## src/rtl/seq_det_pkg.sv

```systemverilog
// Shared types and defaults for the serial pattern-detector controller.
//   state_e    : controller FSM state encoding (2-bit)
//   DEF_*      : default widths for data word, pattern and match counter
package seq_det_pkg;

  typedef enum logic [1:0] {
    ST_IDLE  = 2'd0,
    ST_SHIFT = 2'd1,
    ST_FLUSH = 2'd2,
    ST_DONE  = 2'd3
  } state_e;

  localparam int unsigned DEF_DATA_W = 16;
  localparam int unsigned DEF_PAT_W  = 5;
  localparam int unsigned DEF_CNT_W  = 5;

endpackage

```

## src/rtl/seq_win_det.sv

```systemverilog
// Windowed Moore pattern detector fed one bit per cycle.
//   clk, rst    : clock, asynchronous active-high reset
//   clr         : synchronous clear of window, bit history and det_out
//   bit_valid   : bit_in is presented this cycle
//   bit_in      : serial bit, first bit in time ends up in pattern MSB
//   pattern     : pattern to match against the window
//   overlap     : 1 = overlapping matches, 0 = restart history after a match
//   det_out     : registered match flag (high the cycle after the last pattern bit)
module seq_win_det
  import seq_det_pkg::*;
#(
  parameter int unsigned PAT_W = DEF_PAT_W
) (
  input  logic             clk,
  input  logic             rst,
  input  logic             clr,
  input  logic             bit_valid,
  input  logic             bit_in,
  input  logic [PAT_W-1:0] pattern,
  input  logic             overlap,
  output logic             det_out
);

  localparam int unsigned SEEN_W = $clog2(PAT_W + 1);
  localparam logic [SEEN_W-1:0] SEEN_MAX = SEEN_W'(PAT_W);

  logic [PAT_W-1:0]  win_q, win_d, win_next;
  logic [SEEN_W-1:0] seen_q, seen_d, seen_inc;
  logic              det_q, det_d;
  logic              hit;

  always_comb begin
    win_next = {win_q[PAT_W-2:0], bit_in};
    seen_inc = (seen_q == SEEN_MAX) ? seen_q : seen_q + SEEN_W'(1);
    // seen saturates at PAT_W, so equality means the whole window is valid history
    hit      = (win_next == pattern) && (seen_inc == SEEN_MAX);
    win_d    = win_q;
    seen_d   = seen_q;
    det_d    = 1'b0;
    if (clr) begin
      win_d  = '0;
      seen_d = '0;
    end else if (bit_valid) begin
      win_d  = win_next;
      // Non-overlapping: forget history so the next match needs PAT_W fresh bits
      seen_d = (hit && !overlap) ? '0 : seen_inc;
      det_d  = hit;
    end
  end

  always_ff @(posedge clk or posedge rst) begin
    if (rst) begin
      win_q  <= '0;
      seen_q <= '0;
      det_q  <= 1'b0;
    end else begin
      win_q  <= win_d;
      seen_q <= seen_d;
      det_q  <= det_d;
    end
  end

  assign det_out = det_q;

endmodule

```

## src/rtl/seq_det_ctrl.sv

```systemverilog
// Controller that serialises a parallel word MSB-first into a windowed Moore
// detector, counts matches and reports the count with a one-cycle done pulse.
//   clk, rst               : clock, asynchronous active-high reset
//   cfg_pattern/overlap    : job configuration, sampled at accept
//   in_valid/in_ready/data : word handshake (ready only in IDLE)
//   ser_bit/ser_valid      : bit presented to the detector (SHIFT only)
//   det_out                : registered detector output
//   match_cnt              : saturating match count, final during done
//   busy                   : SHIFT or FLUSH
//   done                   : one-cycle completion pulse
module seq_det_ctrl
  import seq_det_pkg::*;
#(
  parameter int unsigned DATA_W = DEF_DATA_W,
  parameter int unsigned PAT_W  = DEF_PAT_W,
  parameter int unsigned CNT_W  = DEF_CNT_W
) (
  input  logic              clk,
  input  logic              rst,
  input  logic [PAT_W-1:0]  cfg_pattern,
  input  logic              cfg_overlap,
  input  logic              in_valid,
  output logic              in_ready,
  input  logic [DATA_W-1:0] in_data,
  output logic              ser_bit,
  output logic              ser_valid,
  output logic              det_out,
  output logic [CNT_W-1:0]  match_cnt,
  output logic              busy,
  output logic              done
);

  localparam int unsigned BIT_CNT_W = $clog2(DATA_W + 1);
  localparam logic [BIT_CNT_W-1:0] LAST_BIT = BIT_CNT_W'(DATA_W - 1);

  state_e               state_q, state_d;
  logic [DATA_W-1:0]    shift_q, shift_d;
  logic [PAT_W-1:0]     pat_q, pat_d;
  logic                 ovl_q, ovl_d;
  logic [BIT_CNT_W-1:0] bits_q, bits_d;
  logic [CNT_W-1:0]     cnt_q, cnt_d;
  logic                 det_clr;
  logic                 accept;

  assign in_ready  = (state_q == ST_IDLE) && !rst;
  assign accept    = in_valid && in_ready;
  assign ser_valid = (state_q == ST_SHIFT);
  assign ser_bit   = ser_valid & shift_q[DATA_W-1];
  assign busy      = (state_q == ST_SHIFT) || (state_q == ST_FLUSH);
  assign done      = (state_q == ST_DONE);
  assign match_cnt = cnt_q;

  always_comb begin
    state_d = state_q;
    shift_d = shift_q;
    pat_d   = pat_q;
    ovl_d   = ovl_q;
    bits_d  = bits_q;
    cnt_d   = cnt_q;
    det_clr = 1'b0;

    unique case (state_q)
      ST_IDLE: begin
        if (accept) begin
          shift_d = in_data;
          pat_d   = cfg_pattern;
          ovl_d   = cfg_overlap;
          bits_d  = '0;
          cnt_d   = '0;
          det_clr = 1'b1;
          state_d = ST_SHIFT;
        end
      end
      ST_SHIFT: begin
        shift_d = {shift_q[DATA_W-2:0], 1'b0};
        bits_d  = bits_q + BIT_CNT_W'(1);
        if (bits_q == LAST_BIT) state_d = ST_FLUSH;
      end
      // One extra cycle so a match on the final bit still reaches the counter
      ST_FLUSH: state_d = ST_DONE;
      ST_DONE:  state_d = ST_IDLE;
      default:  state_d = ST_IDLE;
    endcase

    if (busy && det_out && (cnt_q != '1)) cnt_d = cnt_q + CNT_W'(1);
  end

  always_ff @(posedge clk or posedge rst) begin
    if (rst) begin
      state_q <= ST_IDLE;
      shift_q <= '0;
      pat_q   <= '0;
      ovl_q   <= 1'b0;
      bits_q  <= '0;
      cnt_q   <= '0;
    end else begin
      state_q <= state_d;
      shift_q <= shift_d;
      pat_q   <= pat_d;
      ovl_q   <= ovl_d;
      bits_q  <= bits_d;
      cnt_q   <= cnt_d;
    end
  end

  seq_win_det #(
    .PAT_W (PAT_W)
  ) u_win_det (
    .clk       (clk),
    .rst       (rst),
    .clr       (det_clr),
    .bit_valid (ser_valid),
    .bit_in    (ser_bit),
    .pattern   (pat_q),
    .overlap   (ovl_q),
    .det_out   (det_out)
  );

endmodule

```

## config.mk

```make
export PLATFORM = sky130hd
export DESIGN_NAME = seq_det_ctrl
export DESIGN_NICKNAME = d
export VERILOG_FILES = /design/src/rtl/seq_det_pkg.sv /design/src/rtl/seq_win_det.sv /design/src/rtl/seq_det_ctrl.sv
export SDC_FILE = /design/constraint.sdc
export NUM_CORES = 1
export LEC_CHECK = 0
export CAP_MARGIN = 20
export CORE_ASPECT_RATIO = 0.8
export CORE_MARGIN = 5
export CORE_UTILIZATION = 40
export CTS_BUF_LIST = sky130_fd_sc_hd__clkbuf_8
export CTS_CLUSTER_DIAMETER = 30
export DETAILED_ROUTE_END_ITERATION = 8
export SLEW_MARGIN = 20
export SYNTH_ARGS = -nofsm -noshare
export SYNTH_HDL_FRONTEND = slang
export SYNTH_SLANG_ARGS = --single-unit
```

## constraint.sdc

```tcl
create_clock -name clk -period 4.5 [get_ports clk]
set_input_delay 1.125 -clock clk [delete_from_list [all_inputs] [get_ports clk]]
set_output_delay 1.125 -clock clk [all_outputs]
set_load 0.05 [all_outputs]
```

==> summary by stage, run 1 <==
Status
The run finished with clean final reports.

Global routing
The total overflow left after global routing is 0. The fraction of met2 tracks used by global routing is 22.0%. The first-pass GRT wire length is 7320 um. The number of global-route vias before repair is 1624. The number of antenna violations at the first check in global routing is 0.

The routing layer with the top usage in global route is met2. Entering global routing, the biggest net connects 35 pins. Global routing consumed, over all layers together, 13.4% of the routing resources.

The global routing met1 resource utilization is 17.0%. For this run, global-route usage on met3 was measured as 3.85%.

Synthesis
The synthesized netlist devotes 12.8% of its cell area to compound gates. The XOR/XNOR share of the synthesized area is under 10%. In the synthesized netlist the dominant register cell turns out to be sky130_fd_sc_hd__dfrtp_1.

sky130_fd_sc_hd__dfrtp_1 takes more of the synthesized area than any other cell. The fraction of synthesis flops using an asynchronous set or reset pin is 100%. The synthesized-area fraction occupied by adder cells is 5.87%.

Synthesis inferred 42 register bits. The share of the Yosys chip area taken by registers is 49.3%. In the synthesized netlist, mux cells make up 9.44% of the area. When the netlist entered floorplanning its net count stood at 248. The main combinational cell family by area after synthesis is simple AND/OR/NAND/NOR gates. The count of unique library cells instantiated by Yosys is 37. Summed over its instances, the top area cell type makes up 49.3% of the synthesized netlist area. The commonest cells after synthesis are 47 x sky130_fd_sc_hd__nand2_1, 42 x sky130_fd_sc_hd__dfrtp_1, 19 x sky130_fd_sc_hd__mux2i_1, 19 x sky130_fd_sc_hd__o21ai_0, 10 x sky130_fd_sc_hd__ha_1. The instance count of the mapped netlist is 213. For this run, the number of Yosys warnings is 0. The post-synth design cell area is 0.00213 mm2.

The simple logic cell fraction of the synthesized area is 15.8%. After synthesis, the cell types taking the most area are sky130_fd_sc_hd__dfrtp_1 49%, sky130_fd_sc_hd__mux2i_1 8.9%, sky130_fd_sc_hd__nand2_1 8.3%. Each instance of the synthesized netlist takes up on average ~10 um2. Yosys mapped a number of flops with a built-in enable equal to 0.

sky130_fd_sc_hd__nand2_1 is the most common cell in the netlist.

Setup path
At the worst endpoint, the arrival time is 2510 ps. For flop-to-flop paths, the worst setup slack is 2120 ps. The logic depth of the worst path, buffers included is 3. The critical path goes through clkdlybuf4s50_1 -> nor2b_1 -> clkdlybuf4s50_1. The worst register-to-register path begins at state_q[1]. Tracing the worst setup path back leads to its startpoint at rst.

The largest stage delay on the critical path is 800 ps. For the worst setup path, the data required time is about 3400 ps. Following the worst setup path forward leads to its endpoint at in_ready. Of all nets on the critical path, the largest fanout is 4. The kind of start point of the critical path is an input port.

The buffer and inverter count on the worst path is 2. The cell family contributing the most delay on the critical path is buffers and inverters. The largest individual stage delay along the critical path comes from the cell sky130_fd_sc_hd__clkdlybuf4s50_1.

The type of the worst setup path is in -> out. Counting cells, the worst reg-to-reg path comes to 6. The kind of end point of the critical path is an output pin. In this run the critical register-to-register path is captured at shift_q[10]. The cell that appears most often on the critical path is sky130_fd_sc_hd__clkdlybuf4s50_1.

Timing
Of the available clock period, the critical path in the final layout requires 80.7%. For the finished layout, the period the worst path requires is 3630 ps. The actual slew at the worst max-slew pin is 946 ps. Headroom to the max-slew limit came out at 36.9%. The number of hold violations in the final report was 0. Setup violations remaining at the end of the flow were counted as 0.

The final count of pins violating max slew is 0. The highest clock rate is 275 MHz. The post-route clock skew is 8.21 ps. Setup repair after global routing left no endpoint under its margin. Adding up every negative setup slack in the final design gives 0 ps.

Die
The floorplan step set the die width to a little over 90 um. The count of pins on the block boundary is 36. The number of standard-cell rows in the floorplan is 23.

The vertical die dimension is between 70 and 80 um. The region available for standard cell placement spans 0.00509 mm2. The initial utilization of the core area, before any placement, comes to between 40% and 50%. The floorplan step defined a die boundary enclosing 0.00690 mm2.

Clock tree
The count of instances resized after the clock tree is built is 0. Clock-pin slew was measured on the worst setup and hold paths at 70 ps. The insertion delay to the later sink of the worst-skew pair is just under 300 ps. The clock tree synthesis step divided the H-tree into 2 levels. The count of hold buffers inserted by post-cts repair is 0.

The tree is rooted in a sky130_fd_sc_hd__clkbuf_8. The number of buffers inserted by post-CTS setup repair is 0. CTS saw 42 sinks. Buffers inserted during clock tree synthesis total 5.

The number of buffers on the longest clock path is 2. TritonCTS built the clock tree.

Routing
The final route contains 1577 vias. The first-pass iteration count of the detailed router is 4. The post-detailed-route via-to-cell ratio is slightly above 5. The violation count after the first detailed-route iteration is 88.

The total routed wirelength is 4210 um. Once detail routing completed, the nets flagged for antenna violations numbered 0. After detailed routing, the average wire length per cell comes to 13.6 um.

The number of remaining DRC errors is 0.

Place
The congestion estimate from routability-driven global placement came to roughly 0.84. Detailed placement finished with a half-perimeter wire length of a little over 3000 um. The count of input and output buffers is 35.

Power and ir drop
Summed over all cells, the static leakage comes to 1.19 nW. The worst-case IR drop observed on VDD is around 0.24 mV. For this design the ratio of total power to cell area is 645 mW/mm2.

Cells and area
The count of filler cells inserted in the layout is 482. The fraction of layout instances using a drive strength above 1 is 5.24%. 0 antenna diodes ended up in the layout. The net count of the finished layout is around 280.

Cells fill between 50% and 60% of the core in the end. The layout overhead on the synthesized area is 22.0%.

Job
Across the run, the number of max-cap violations was 0.

Worst hold path
The tightest min-delay check is of the reg -> reg type.
## flip-flops by register name, indices dropped and copies added, names as in the netlist
name,count
u_win_det.det_out,1
state_q,2
shift_q,16
ovl_q,1
u_win_det.win_q,4
u_win_det.seen_q,3
bits_q,5
match_cnt,5
pat_q,5
## cell families (layout without fill, tap and decap cells)
kind of cell	count (synthesis)	count (layout)
flip-flops	42	42
AND/OR/NAND/NOR	73	73
buffers and inverters	17	52
adder cells (fa/ha/maj)	10	10
multiplexers	20	20
AO/OA/AOI/OAI	44	44
XOR/XNOR	7	7
## tightest hold or removal path, cell delays in order, from the launching register on
cell and delay [ps]:
sky130_fd_sc_hd__dfrtp_1 350, sky130_fd_sc_hd__nand2_1 50, sky130_fd_sc_hd__nand2_1 60
## area by class of cell
cell class	instances	area [um2]	share of cell area [%]
multi-input combinational	154	998	38.4
clock inverter	2	7.51	0.288
tap	62	77.6	2.98
inverter	7	26.3	1.01
clock buffer	5	68.8	2.64
timing repair buffer	38	373	14.3
sequential	42	1050	40.4
## placed cells by master (no fill, tap or decap), types with 2 or more instances in the layout
| cell type | count |
|---|---|
| sky130_fd_sc_hd__nor3b_1 | 2 |
| sky130_fd_sc_hd__nand3_1 | 3 |
| sky130_fd_sc_hd__nor2b_1 | 4 |
| sky130_fd_sc_hd__o21ai_0 | 19 |
| sky130_fd_sc_hd__o21ai_1 | 5 |
| sky130_fd_sc_hd__clkbuf_8 | 5 |
| sky130_fd_sc_hd__and3b_1 | 3 |
| sky130_fd_sc_hd__nor2_1 | 6 |
| sky130_fd_sc_hd__inv_1 | 8 |
| sky130_fd_sc_hd__ha_1 | 10 |
| sky130_fd_sc_hd__and3_1 | 2 |
| sky130_fd_sc_hd__xnor2_1 | 5 |
| sky130_fd_sc_hd__a22o_1 | 2 |
| sky130_fd_sc_hd__a21oi_1 | 7 |
| sky130_fd_sc_hd__nand2_1 | 47 |
| sky130_fd_sc_hd__buf_4 | 3 |
| sky130_fd_sc_hd__clkdlybuf4s50_1 | 35 |
| sky130_fd_sc_hd__mux2i_1 | 19 |
| sky130_fd_sc_hd__dfrtp_1 | 42 |
| sky130_fd_sc_hd__xor2_1 | 2 |
## how the worst min path moves through the flow
stage / from / to / slack, ps / cells past startpoint
2_1_floorplan: ovl_q / ovl_q / 440 / 2
3_3_place_gp: ovl_q / ovl_q / 460 / 2
3_5_place_dp: shift_q[9] / shift_q[9] / 470 / 2
4_1_cts: shift_q[9] / shift_q[9] / 490 / 2
5_1_grt: shift_q[11] / shift_q[11] / 510 / 2
6_report: ovl_q / ovl_q / 480 / 2
## stage by stage
step / hold slack, ps / cell area [um2] / setup slack, ps / power [mW] / instances
after global routing: 509 / 2600 / 827 / 1.83 / 310
after detailed placement: 470 / 2530 / 882 / 1.47 / 303
final: 482 / 2600 / 869 / 1.68 / 310
after floorplan: 437 / 2130 / 1560 / 1.29 / 213
after CTS: 487 / 2600 / 872 / 1.70 / 310
after global placement: 458 / 2530 / 886 / 1.45 / 303
## report_power, final
part / switching [mW] / internal (mW)
logic: 0.469 / 0.331
registers: 0.118 / 0.538
clock network: 0.122 / 0.102
total: 0.708 / 0.971
## layer usage
metal  vias up  share of wire [%]
met2        33                 45
met1       738                 48
met5         -                  0
met3         7                5.4
li1        799                  -
met4         0                1.5
(Power assumes the default switching activity.)
==> run 2, diff against run 1 <==
--- a/config.mk
+++ b/config.mk
@@ -12,6 +12,7 @@
 export CTS_BUF_LIST = sky130_fd_sc_hd__clkbuf_8
 export CTS_CLUSTER_DIAMETER = 30
 export DETAILED_ROUTE_END_ITERATION = 8
+export PLACE_DENSITY = 0.65
 export SLEW_MARGIN = 20
 export SYNTH_ARGS = -nofsm -noshare
 export SYNTH_HDL_FRONTEND = slang
==> constraint.sdc (replaced) <==
create_clock -name clk -period 3.2 [get_ports clk]
set_input_delay 0.8 -clock clk [delete_from_list [all_inputs] [get_ports clk]]
set_output_delay 0.8 -clock clk [all_outputs]
set_load 0.05 [all_outputs]
==> summary by stage, run 2 (synthesized netlist as in run 1, its figures left out) <==
Setup path
The type of the worst setup path is reg -> out. Along the worst path, the maximum fanout reaches 4. The required arrival time at the worst endpoint is between 2000 and 2500 ps. The reg-to-reg startpoint is state_q[1]. The kind of end point of the critical path is an output pin. The depth of the worst register-to-register path is 7. STA puts the critical path data arrival time at about 2000 ps. For flop-to-flop paths, the worst setup slack is 1210 ps. The endpoint of the worst register-to-register path is bits_q[1].

The worst setup path is launched from a flop.

Cells and area
In the layout the commonest cells are 47 x sky130_fd_sc_hd__nand2_1, 42 x sky130_fd_sc_hd__dfrtp_1, 32 x sky130_fd_sc_hd__clkdlybuf4s50_1. The most common cell after layout, fill and taps aside is sky130_fd_sc_hd__nand2_1. The flip-flop count of the largest register, all copies and words added is 16. The final design instance area without fill is around 0.0027 mm2. The number of antenna diodes in the final layout is 0. For this run, the post-layout net count is 285.

The count of filler cells inserted in the layout is 456. The final cell count without fillers is 313. Relative to the synthesized area, the layout overhead comes to 25.0%. The fraction of layout instances using a drive strength above 1 is under 10%. The register with the most flip-flops is shift_q.

Power and ir drop
The worst voltage drop across the vdd grid is between 0.5 and 0.6 mV. For this design the ratio of total power to cell area is 943 mW/mm2. The total power is 2.51 mW.

For this design the static power due to leakage is 1.22 nW.

Routing
Once detail routing completed, the nets flagged for antenna violations numbered 0. Wires add up to between 4000 and 5000 um. The first detailed-routing pass took 4 iterations. The number of remaining DRC errors is 0. The total via count after detailed routing is 1592. The wire length per cell after detailed routing is 13.6 um. The violation count after the first detailed-route iteration is 67. The post-detailed-route via-to-cell ratio is 5.09.

Die
The count of pins on the block boundary is 36. From bottom edge to top edge, the die measures 75.3 um. The total die area is between 0.006 and 0.007 mm2. The number of standard-cell rows in the floorplan is 23. The chip width is 91.7 um.

In this run the standard cell core region covers approximately 0.0051 mm2. The starting density of the core is 41.9%.

Timing
The number of hold violations in the final report is 0. The final count of pins violating max slew is 0. Setup violations remaining at the end of the flow were counted as 0. Counting I/O delays and the setup requirement, the final critical path takes 2750 ps. Setup repair after global routing left no endpoint under its margin. The post-route clock skew is 5.73 ps. The total negative slack for setup checks is 0 ps.

After layout, the worst path uses 86.0% of the clock period. For the pin with the worst max-slew slack, the measured transition is 522 ps. Derived from the worst setup path, the maximum achievable clock frequency is 363 MHz.

In this run the tightest slew margin relative to its limit is 65.2%.

Clock tree
In this run, post-CTS repair resized a total of 0 instances. Hold repair after CTS inserted 0 buffers. The clock edge transition at the registers on the reported setup and hold paths is 80 ps. The root buffer cell chosen for the clock tree is sky130_fd_sc_hd__clkbuf_8.

TritonCTS built the clock tree. The clock passes through at most 2 buffers. The TritonCTS buffer count is 5. The maximum level of the CTS H-tree is 2. The insertion delay to the later sink of the worst-skew pair is 300 ps. The number of sinks driven by the clock tree is 42. The number of buffers inserted by post-CTS setup repair is 0.

Global routing
The first-pass GRT wire length is 7260 um. In the global route stage, met3 resource usage came out at under 10%. For this run, the total global-route usage over all layers was measured as between 10% and 20%. The global routing met1 resource utilization is 18.3%. Summed over all layers, the global routing overflow is 0.

The routing layer with the top usage in global route is met2. The number of antenna violations at the first check in global routing is 0. The fraction of met2 tracks used by global routing is 20.5%. The maximum number of pins on one net before global-route repair is 43. The number of global-route vias before repair is between 1500 and 2000.

Worst hold path
The start point of the worst min-delay path is shift_q[4]. For hold timing, the worst endpoint is shift_q[4]. Along the worst hold path, the cell count comes to 2. The path class of the tightest hold or removal check is reg -> reg.

Place
The number of placed instances, taps included is 305. The placed standard-cell area is 0.00256 mm2. Once detailed placement completed, the half-perimeter wirelength came to around 3000 um. The count of input and output buffers is 35. The final weighted congestion in routability-driven placement is 0.731.

Job
The max-cap violation count is 0.

Status
The flow ran to the end, and the final reports show no timing, DRC or antenna violations.
[run 2: cell count changes in the layout (fill, tap and decap cells not counted)]
cell                              change
sky130_fd_sc_hd__inv_1                -1
sky130_fd_sc_hd__clkdlybuf4s50_1      -3
sky130_fd_sc_hd__bufinv_16            +1
sky130_fd_sc_hd__clkinv_1             -1
sky130_fd_sc_hd__clkinv_2             +2
sky130_fd_sc_hd__buf_12               +2
sky130_fd_sc_hd__buf_4                +3
[run 2: per-layer routing]
layer | vias to the layer above | share of wire [%]
li1 | 808 | -
met1 | 754 | 49
met2 | 21 | 45
met3 | 9 | 3.7
met4 | 0 | 2.1
met5 | - | 0
[run 2: stage by stage]
| stage | setup WS, ps | hold slack (ps) | utilization (%) |
|---|---|---|---|
| floorplan | 898 | 437 | - |
| global placement | 797 | 459 | 50.2 |
| detailed placement | 757 | 474 | 50.2 |
| CTS | 424 | 493 | 52.4 |
| global route | 356 | 515 | 52.4 |
| finish | 448 | 484 | 52.4 |
[run 2: final cells by class]
type | instances | area [um2] | area share [%]
Sequential cell | 42 | 1050 | 39.4
Clock inverter | 3 | 40.0 | 1.50
Tap cell | 62 | 77.6 | 2.91
Multi-Input combinational cell | 154 | 998 | 37.4
Clock buffer | 5 | 68.8 | 2.58
Inverter | 7 | 26.3 | 0.985
Timing Repair Buffer | 40 | 405 | 15.2
[run 2: how the worst max path moves through the flow]
| stage | start | endpoint | depth (start not counted) |
|---|---|---|---|
| floorplan | state_q[1] | ser_bit | 4 |
| global placement | state_q[0] | busy | 3 |
| detailed placement | state_q[0] | busy | 3 |
| CTS | state_q[0] | busy | 3 |
| global route | state_q[0] | busy | 3 |
| finish | state_q[0] | busy | 3 |
[run 2: where the power goes]
part           switching [mW]  internal, mW  leakage, nW
combinational           0.674         0.504        0.628
sequential              0.168         0.756        0.537
clock                   0.183         0.230       0.0579
total                    1.03          1.49         1.22
[run 2: critical path, stage by stage (launching register included)]
cell                              delay [ps]
sky130_fd_sc_hd__dfrtp_1                 400
sky130_fd_sc_hd__inv_1                    80
sky130_fd_sc_hd__ha_1                    350
sky130_fd_sc_hd__clkdlybuf4s50_1         830
==> run 3, diff against run 2 <==
--- a/config.mk
+++ b/config.mk
@@ -16,4 +16,5 @@
 export SLEW_MARGIN = 20
 export SYNTH_ARGS = -nofsm -noshare
 export SYNTH_HDL_FRONTEND = slang
+export SYNTH_HIERARCHICAL = 1
 export SYNTH_SLANG_ARGS = --single-unit
==> summary by stage, run 3 <==
Status
The flow ran to the end, and the final reports show no timing, DRC or antenna violations.

Global routing
The overall overflow remaining after global route is 0. The first global-routing pass estimated approximately 6800 um of wire. The total track usage is between 10% and 20%. The number of antenna violations at the first check in global routing is 0.

The number of global-route vias before repair was 1401. The maximum number of pins on one net before global-route repair is 35.

Setup path
The data arrival time of the critical path is 1910 ps. The largest stage delay on the critical path is 810 ps. The signal on the critical path passes through inv_1 -> ha_1 -> clkdlybuf4s50_1.

Across all register-to-register paths, the minimum setup slack is 950 ps. The kind of start point of the critical path is a flop. The highest-delay cell along the critical path is sky130_fd_sc_hd__clkdlybuf4s50_1.

The required arrival time at the worst endpoint is 2400 ps. The kind of end point of the critical path is an output pin. The type of the worst setup path is reg -> out.

The peak fanout along the critical path is 4.

Routing
The post-detailed-route via-to-cell ratio is around 5. After detailed routing, the number of remaining DRC violations is 0. The final route contains between 1000 and 1500 vias. The detail route stage leaves a number of antenna-violating nets equal to 0.

After the first detailed-routing iteration, the DRC count stood at 55. For this run, the detailed router's first-pass iteration total came to 4. Wires add up to between 3000 and 4000 um. Dividing the detail-routed wire length by the instance count gives 13.9 um.

Clock tree
The insertion delay to the later sink of the worst-skew pair is approximately 280 ps. The number of sinks driven by the clock tree is 42. The CTS tree is yes. The maximum level of the CTS H-tree is 2.

In this run the clock root is driven by a sky130_fd_sc_hd__clkbuf_8. The count of instances resized after the clock tree is built is 0. After clock tree synthesis, the clock-pin slew on the worst setup and hold paths is about 80 ps.

The number of buffers on the longest clock path is 2. The count of hold buffers inserted by post-cts repair is 0. The number of buffers inserted by post-CTS setup repair is 0. In this run, CTS created clock tree buffers numbering 5.

Die
The chip width is 92.9 um. The count of pins on the block boundary is 36. The total die area is 0.00709 mm2. The initial utilization of the core area, before any placement, comes to between 40% and 50%. The area inside the core boundary is approximately 0.0054 mm2. The number of standard-cell rows in the floorplan is 24.

In this run the vertical extent of the chip is 76.3 um.

Cells and area
The number of antenna diodes in the final layout is 0. The register with the most flip-flops is shift_q. The final cell count without fillers is 284.

The net count of the finished layout is 254. The count of filler cells inserted in the layout is 485. The fraction of layout instances using a drive strength above 1 is 24.7%. The most common cell after layout, fill and taps aside is sky130_fd_sc_hd__dfrtp_1. The flip-flop count of the largest register, all copies and words added is 16. The layout overhead on the synthesized area is 22.2%. In the layout the commonest cells are 42 x sky130_fd_sc_hd__dfrtp_1, 32 x sky130_fd_sc_hd__mux2_2, 32 x sky130_fd_sc_hd__clkdlybuf4s50_1.

Timing
The actual slew at the worst max-slew pin is ~570 ps. The final count of pins violating max slew came to 0. Setup repair after global routing left no endpoint under its margin.

The number of hold violations in the final report was 0. The count of endpoints failing setup in the final report is 0. In the finished design, the share of the clock period the worst path needs comes to 84.7%. Clock skew on the completed layout was measured at 5.57 ps. The highest clock rate is between 300 and 400 MHz. Measured against its own limit, the worst slew margin works out to roughly 60%. After routing, the total negative slack on setup checks comes to 0 ps. The post-layout minimum cycle time is 2710 ps.

Synthesis
The synthesized netlist occupies a cell area of 0.00220 mm2. The most used flip-flop cell after synthesis is sky130_fd_sc_hd__dfrtp_1. The average cell area after synthesis is 12.2 um2. After technology mapping, the gate count stands at 181. The most frequently used cell type in the post-synthesis netlist is sky130_fd_sc_hd__dfrtp_1. Counting every net in the synthesized netlist gives 216. By area the synthesized netlist is led by sky130_fd_sc_hd__dfrtp_1 48%, sky130_fd_sc_hd__mux2_2 16%, sky130_fd_sc_hd__ha_1 5.7%. Yosys printed 6 warnings. The largest area contributor in the netlist is sky130_fd_sc_hd__dfrtp_1. Summed over its instances, the top area cell type makes up 47.8% of the synthesized netlist area.

The flop and latch count out of synthesis is 42. The commonest cells after synthesis are 42 x sky130_fd_sc_hd__dfrtp_1, 32 x sky130_fd_sc_hd__mux2_2, 21 x sky130_fd_sc_hd__nand2_1. The count of unique library cells instantiated by Yosys is 43. In this run, synthesis inferred 0 flip-flops with an integrated enable. The fraction of synthesis flops using an asynchronous set or reset pin is 100%. Sequential cells were found to cover 47.8% of the synthesized design area.

Place
The final weighted congestion in routability-driven placement is roughly 0.76. Detailed placement ended at an HPWL of 2810 um. The number of placed instances, taps included is approximately 280.

The count of input and output buffers is 35.

Job
Max-cap violations in this run came to 0.

Power and ir drop
The total power density per cell area is 900 mW/mm2. The share of total power in combinational logic is between 40% and 50%. Net switching is 37.5% of the power. The share of total power dissipated in the clock network is between 10% and 20%. The internal portion of the total power is 1.51 mW.

Total power for the finished layout comes to about 2.4 mW. The static leakage is 1.23 nW. The switching power of the nets is around 0.9 mW. Across the VDD grid, the largest voltage drop is slightly above 0.4 mV. The portion of total power attributed to sequential cells is 37.8%.

Worst hold path
The class of the worst hold path is reg -> reg.
## run 3: cell types whose count changed after synthesis, moves of 4 or more
cell                      previous run  this run
sky130_fd_sc_hd__mux2_2              1        32
sky130_fd_sc_hd__nand2_1            47        21
sky130_fd_sc_hd__o21ai_0            19         1
sky130_fd_sc_hd__mux2i_1            19         5
sky130_fd_sc_hd__buf_2               7         0
sky130_fd_sc_hd__a21oi_1             7         2
sky130_fd_sc_hd__o21ai_1             5         0
sky130_fd_sc_hd__buf_6               0         4
## run 3: final timing paths
check	startpoint	end	cells past startpoint
worst max-delay path	state_q[0]	busy	3
worst min-delay path	pat_q[4]	pat_q[4]	2
worst max register to register	state_q[1]	shift_q[10]	6
worst min register to register	pat_q[4]	pat_q[4]	2
max in group asynchronous	rst	shift_q[11]	3
min in group asynchronous	rst	u_win_det/seen_q[2]	2
## run 3: power groups by stage
stage	Clock (mW)	Combinational, mW	Sequential (mW)
after floorplan	0	0.964	0.912
after global placement	0	1.19	0.921
after detailed placement	0	1.21	0.924
after CTS	0.320	1.21	0.916
after global routing	0.339	1.32	0.946
final	0.308	1.20	0.913
## run 3: through the flow
stage | cell area, um2 | hold slack (ps) | util, % | worst slack (ps)
global route | 2690 | 517 | 49.7 | 386
finish | 2690 | 500 | 49.7 | 489
CTS | 2690 | 505 | 49.7 | 479
detailed placement | 2610 | 486 | 48.3 | 790
floorplan | 2200 | 460 | - | 516
global placement | 2610 | 480 | 48.3 | 801
## run 3: cells by family (layout without fill, tap and decap cells)
kind of cell               after synthesis  count (layout)  synth area share, %
muxes                                   37              37                 18.7
xor gates and xnor gates                 6               6                 2.39
buffers and inverters                   15              53                 4.10
DFF                                     42              42                 47.8
and+or+nand+nor                         52              52                 13.5
AOI/OAI and AO/OA                       19              19                 7.85
adders and majority gates               10              10                 5.69
## run 3: layout make-up
class / instances / area (um2) / area share, %
Multi-Input combinational cell: 124 / 1060 / 39.4
Sequential cell: 42 / 1050 / 39.1
Timing Repair Buffer: 38 / 390 / 14.5
Tap cell: 65 / 81.3 / 3.03
Clock buffer: 5 / 68.8 / 2.56
Inverter: 8 / 30.0 / 1.12
Clock inverter: 2 / 7.51 / 0.279
## run 3: layer usage
layer  up-vias  global-route usage (%)  wire length [um]
met4         0                    3.51                 0
met1       680                    17.7              2010
met2        28                    16.9              1770
li1        716                       -                 -
met5         -                       0                 0
met3         0                    3.36               165
## run 3: worst max-delay path, delay by kind of cell, from the launching register on
| kind | cells | cell delay, ps |
|---|---|---|
| adders and majority gates | 1 | 340 |
| buffers and inverters | 2 | 890 |
| DFF | 1 | 400 |
